### src/rtl/mem_stage_ctrl.sv
// M-stage data-memory sequencer: issues one req/ack access per load/store,
// stalls the upstream pipeline until it completes, and flags misalign/timeout.
module mem_stage_ctrl #(
    parameter int TIMEOUT = 15,
    parameter int CNT_W   = 8
) (
    input  logic        CLK,
    input  logic        RST,
    input  logic        memWriteM,
    input  logic        memToRegM,
    input  logic [1:0]  storeM,
    input  logic [31:0] aluOutM,
    input  logic [31:0] writeDataM,
    output logic        mem_req,
    output logic        mem_we,
    output logic [31:0] mem_addr,
    output logic [31:0] mem_wdata,
    output logic [3:0]  mem_be,
    input  logic        mem_ack,
    input  logic [31:0] mem_rdata,
    output logic        stallM,
    output logic [31:0] readDataM,
    output logic        readValidM,
    output logic        busErr
);

    typedef enum logic [1:0] {IDLE, ACCESS, DONE} state_t;

    localparam logic [CNT_W-1:0] CNT_LAST = CNT_W'(TIMEOUT - 1);

    state_t           state, nextState;
    logic [CNT_W-1:0] count;
    logic             acc;
    logic             misaligned;
    logic             startAcc;
    logic             ackHit;
    logic             timeoutHit;
    logic [3:0]       beCalc;
    logic [31:0]      wdataCalc;

    assign acc = memWriteM | memToRegM;

    always_comb begin
        misaligned = 1'b0;
        beCalc     = 4'b1111;
        wdataCalc  = writeDataM;
        case (storeM)
            2'b01: begin
                misaligned = aluOutM[0];
                wdataCalc  = {2{writeDataM[15:0]}};
                if (memWriteM) beCalc = aluOutM[1] ? 4'b1100 : 4'b0011;
            end
            2'b10: begin
                wdataCalc = {4{writeDataM[7:0]}};
                if (memWriteM) beCalc = 4'b0001 << aluOutM[1:0];
            end
            default: misaligned = (aluOutM[1:0] != 2'b00);
        endcase
    end

    always_ff @(posedge CLK) begin
        if (!RST) state <= IDLE;
        else      state <= nextState;
    end

    // stallM must rise in the same cycle the access is detected, so it is decoded here
    always_comb begin
        nextState  = state;
        stallM     = 1'b0;
        startAcc   = 1'b0;
        ackHit     = 1'b0;
        timeoutHit = 1'b0;
        case (state)
            IDLE: begin
                if (acc && !misaligned) begin
                    startAcc  = 1'b1;
                    stallM    = 1'b1;
                    nextState = ACCESS;
                end
            end
            ACCESS: begin
                stallM = 1'b1;
                if (mem_ack) begin
                    ackHit    = 1'b1;
                    nextState = DONE;
                end else if (count == CNT_LAST) begin
                    timeoutHit = 1'b1;
                    nextState  = DONE;
                end
            end
            DONE:    nextState = IDLE;
            default: nextState = IDLE;
        endcase
        if (!RST) stallM = 1'b0;
    end

    always_ff @(posedge CLK) begin
        if (!RST) begin
            count      <= '0;
            mem_req    <= 1'b0;
            mem_we     <= 1'b0;
            mem_addr   <= '0;
            mem_wdata  <= '0;
            mem_be     <= 4'b0000;
            readDataM  <= '0;
            readValidM <= 1'b0;
            busErr     <= 1'b0;
        end else begin
            readValidM <= 1'b0;
            busErr     <= 1'b0;
            if (state == IDLE && acc && misaligned) busErr <= 1'b1;
            if (startAcc) begin
                mem_req   <= 1'b1;
                mem_we    <= memWriteM;
                mem_addr  <= {aluOutM[31:2], 2'b00};
                mem_be    <= beCalc;
                mem_wdata <= wdataCalc;
                count     <= '0;
            end
            // Request fields stay frozen after completion; only mem_req drops
            if (ackHit) begin
                mem_req <= 1'b0;
                if (!mem_we) begin
                    readDataM  <= mem_rdata;
                    readValidM <= 1'b1;
                end
            end else if (timeoutHit) begin
                mem_req   <= 1'b0;
                busErr    <= 1'b1;
                readDataM <= '0;
            end else if (state == ACCESS) begin
                count <= count + 1'b1;
            end
        end
    end

endmodule

### config.mk
export PLATFORM = sky130hd
export DESIGN_NAME = mem_stage_ctrl
export DESIGN_NICKNAME = d
export VERILOG_FILES = /design/src/rtl/mem_stage_ctrl.sv
export SDC_FILE = /design/constraint.sdc
export NUM_CORES = 1
export LEC_CHECK = 0
export CAP_MARGIN = 20
export CORE_MARGIN = 2
export CORE_UTILIZATION = 47
export CTS_BUF_LIST = sky130_fd_sc_hd__clkbuf_4
export DETAILED_ROUTE_END_ITERATION = 12
export PLACE_DENSITY_LB_ADDON = 0.12
export SKIP_CTS_REPAIR_TIMING = 1
export SLEW_MARGIN = 20
export SYNTH_ARGS = -nofsm -noshare
export SYNTH_HDL_FRONTEND = slang
export SYNTH_SLANG_ARGS = --single-unit
### constraint.sdc
create_clock -name CLK -period 4.5 [get_ports CLK]
set_input_delay 0.9 -clock CLK [delete_from_list [all_inputs] [get_ports CLK]]
set_output_delay 0.9 -clock CLK [all_outputs]
set_load 0.02 [all_outputs]
==> results list <==
- In the final routed layout, each cell accounts on average for 15.9 um.
* Commonest cells in the netlist: sky130_fd_sc_hd__nand2_1 (118), sky130_fd_sc_hd__dfxtp_1 (112), sky130_fd_sc_hd__a21oi_1 (109), sky130_fd_sc_hd__o21ai_0 (42), sky130_fd_sc_hd__clkbuf_1 (38)
* Synth area leaders: sky130_fd_sc_hd__dfxtp_1 (47%), sky130_fd_sc_hd__a21oi_1 (11%), sky130_fd_sc_hd__nand2_1 (9.3%), sky130_fd_sc_hd__nand4_1 (4.7%), sky130_fd_sc_hd__o21ai_0 (4.4%)
- After the flow finishes, the layout carries non-filler instances totaling 904.
* Via count of the first global-routing pass: 4757
* Synthesized area: 4760 um2
* Crit Path Max Fanout: 3
* Max cap viols: 0
* Pin slew with the least headroom to its limit: 1.05 ns
* Least setup slack across all paths after layout: 0.421 ns
- By area, the combinational part of the netlist is dominated by compound AO/OA/AOI/OAI gates.
- In this run the remaining antenna-violating nets after routing total 0.
- Initial Utilization: 48.5%
* CP max stage delay: 0.67 ns
- Share of synthesized cell area in and, or, nand and nor gates: 20.8%
- Count of buffer and inverter cells on the critical path: 3
- The clock tree synthesis step divided the H-tree into 3 levels.
- Most frequently used cell type in the post-synthesis netlist: sky130_fd_sc_hd__nand2_1
- Flop-to-flop setup slack: 2.20 ns
* Setup_tns: 0 ns
- Clock Latency Late Sink: 0.45 ns
- The floorplan step set the die width to 105 um.
- Yosys Warn Count: 0
- Port buffering added 205 buffers.
* Dpl hpwl: 9.82 mm
* Synthesized-area fraction occupied by ao, oa, aoi and oai cells: 23.2%
- Proportion of synthesized flip-flops having asynchronous set or reset: 0%
- No sink is reached through more buffers than the 2 on the longest clock path.
- Counting stages on the worst path, the most repeated cell is sky130_fd_sc_hd__clkdlybuf4s50_1.
* First-pass DRT Iterations: 7
- For this design the ratio of total power to cell area is 318 nW/um2.
- Counting tap cells, the placed design contains a total of 888 instances.
- Pin placement for this block handled 208 I/O pins.
- Sequential elements use 47.1% of the synthesized area.
* Critical Path Source Type: primary input
* Master cell of the clock root buffer: sky130_fd_sc_hd__clkbuf_4
- The first global-routing pass estimated 22.9 mm of wire.
- Relative to the synthesized area, the layout overhead comes to 45.6%.
- The die is 105 um tall.
- Using the TritonRoute via totals, the vias-per-cell ratio works out to 5.55.
- The synthesized design contains 0 enable-type register cells.
* Core Region: 9820 um2
- The final number of hold-violating endpoints is 0.
* Total of flip-flops plus latches after synthesis: 112
- The synthesized design spends more area on one cell type than any other, namely sky130_fd_sc_hd__dfxtp_1.
- CP max stage cell: sky130_fd_sc_hd__clkdlybuf4s50_1
* Final worst path period share: 90.6%
- Of the post-synthesis cell area, the part taken by muxes is 0.420%.
- Final WL: 14.3 mm
* Filler Cells Inserted: 825
* Gr ovfl total: 0
- The max-slew violation total from the final report is 0.
- The most used flip-flop cell after synthesis is sky130_fd_sc_hd__dfxtp_1.
* Cell type group with the largest total delay on the critical path: buffers and inverters
- Distinct cell type count of the synthesized netlist: 46
* Run status: completed
- The worst-case IR drop observed on VDD is 0.000190 V.
- Between clock sinks in the finished design, the worst skew comes to 0.0218 ns.
- Total number of vias: 5021
* Arrival @ worst endpoint: 3.18 ns
- TritonCTS built the clock tree.
* Clock Pin Slew Worst Setup and Hold Paths: 0.15 ns
- Across every metal layer, demand over resource in global routing totals 24.9%.
- CTS Sinks: 112
- OpenSTA, run right after detailed placement, puts the worst setup slack at 0.435 ns.
* Capturing element type of the critical path: output port
- The final layout contains 874 nets.
* Critical Setup Path Class: primary input to output port
* Yosys top cell area share: 47.1%
* Unrepaired setup endpoints after global routing: false
* Average cell area after synthesis: 7.94 um2
* Number of antenna diodes: 0
- Number of buffers inserted during clock tree synthesis: 9
- The clock period could shrink to 4.08 ns.
- Of the cells placed in the final design, the portion with a size suffix greater than 1 is 4.28%.
- Number of instances in the synthesized netlist: 600
* Remaining DRCs: 0
- Class of the tightest hold or removal check: register to register
- At the end of routability-driven placement, the weighted congestion stood at 0.860.
- The floorplan step defined a die boundary enclosing 11000 um2.
- The initialized floorplan defines 36 standard-cell rows.
- Post-synthesis adder-cell area fraction: 1.05%
- Reported leakage power: 2.46 nW
* XOR/XNOR Fraction of Synth Area: 0%
- Antenna violations before repair: 0
- The detailed router finished its first iteration with 317 violations.
* Setup-violating endpoint count in the final report: 0
- Entering global routing, the biggest net connects 102 pins.
- Max Freq: 245 MHz
- Data required, critical path: 3.60 ns
- Worst-case headroom to the max-slew limit: 29.8%
- Ordered list of cells on the worst path: clkdlybuf4s50_1 -> inv_1 -> ha_1 -> o21a_4 -> a2111oi_4 -> nor2_1 -> nor3_1 -> clkdlybuf4s50_1
## worst min-delay path: stages (launching register included)
cell                      delay (ns)
sky130_fd_sc_hd__dfxtp_1        0.34
sky130_fd_sc_hd__nand2_1        0.05
sky130_fd_sc_hd__a21oi_1        0.05
## flip-flops by register name, summed over array words and instances (netlist names)
register,flops
mem_addr,30
readDataM,32
state,2
mem_be,4
mem_req,1
count,8
mem_wdata,32
busErr,1
readValidM,1
mem_we,1
## routing by layer
metal  routed length, um  global-route usage (%)  up-vias
met5                   0                       0        -
met4                 268                    6.57        0
met3                1360                    7.80       22
met2                6880                    41.8      223
met1                5830                    31.2     2347
li1                    -                       -     2429
## cell families (layout without fill, tap and decap cells)
group	count (synthesis)	count (layout)
flip-flops	112	112
multiplexers	2	2
buffers and inverters	78	248
adder cells (fa/ha/maj)	4	4
other	1	2
AND/OR/NAND/NOR	213	213
AO/OA/AOI/OAI	190	190
## power breakdown
group	internal (W)	leakage, nW	switching [W]	total, W
registers	0.00106	0.914	0.0000369	0.00110
clock network	0.000169	0.0665	0.000330	0.000499
logic	0.000274	1.48	0.000335	0.000610
total	0.00150	2.46	0.000702	0.00221
## path summary, 6_finish.rpt
path	start	depth (start not counted)	endpoint
max	storeM[0]	8	stallM
min	mem_addr[4]	2	mem_addr[4]
max reg2reg	count[0]	6	readDataM[15]
min reg2reg	mem_addr[4]	2	mem_addr[4]
## placed cells by master, fill, tap and decap left out, drive strengths merged, types with 2 or more instances in the layout
| master | n |
|---|---|
| a21oi | 109 |
| clkinvlp | 2 |
| a31oi | 3 |
| conb | 2 |
| inv | 21 |
| buf | 8 |
| nor2 | 17 |
| nand4 | 36 |
| o21a | 2 |
| dfxtp | 112 |
| nand2b | 3 |
| a21o | 3 |
| nand2 | 118 |
| o22ai | 2 |
| nand3 | 6 |
| o2111ai | 2 |
| or2 | 2 |
| a221oi | 15 |
| clkinv | 2 |
| o21ai | 42 |
| nor3 | 13 |
| nor2b | 10 |
| or4 | 2 |
| clkdlybuf4s50 | 205 |
| mux2i | 2 |
| clkbuf | 9 |
| ha | 4 |
## stage by stage
| stage | power, W | cell area [um2] | hold WS [ns] | utilization [%] |
|---|---|---|---|---|
| after detailed placement | 0.00172 | 6770 | 0.446 | 69.0 |
| after global placement | 0.00171 | 6770 | 0.438 | 69.0 |
| final | 0.00221 | 6940 | 0.464 | 70.7 |
| after floorplan | 0.00145 | 4770 | 0.450 | - |
| after CTS | 0.00221 | 6910 | 0.467 | 70.3 |
| after global routing | 0.00231 | 6940 | 0.481 | 70.7 |
## final cells by class
type | instances | area [um2] | area share (%)
Tap cell | 133 | 166 | 2.40
Inverter | 20 | 76.3 | 1.10
Multi-Input combinational cell | 411 | 2190 | 31.6
Timing Repair Buffer | 213 | 2120 | 30.6
Clock inverter | 6 | 66.3 | 0.956
Clock buffer | 9 | 67.6 | 0.974
Sequential cell | 112 | 2240 | 32.3
Note: power is estimated with default switching activity, not from simulation.
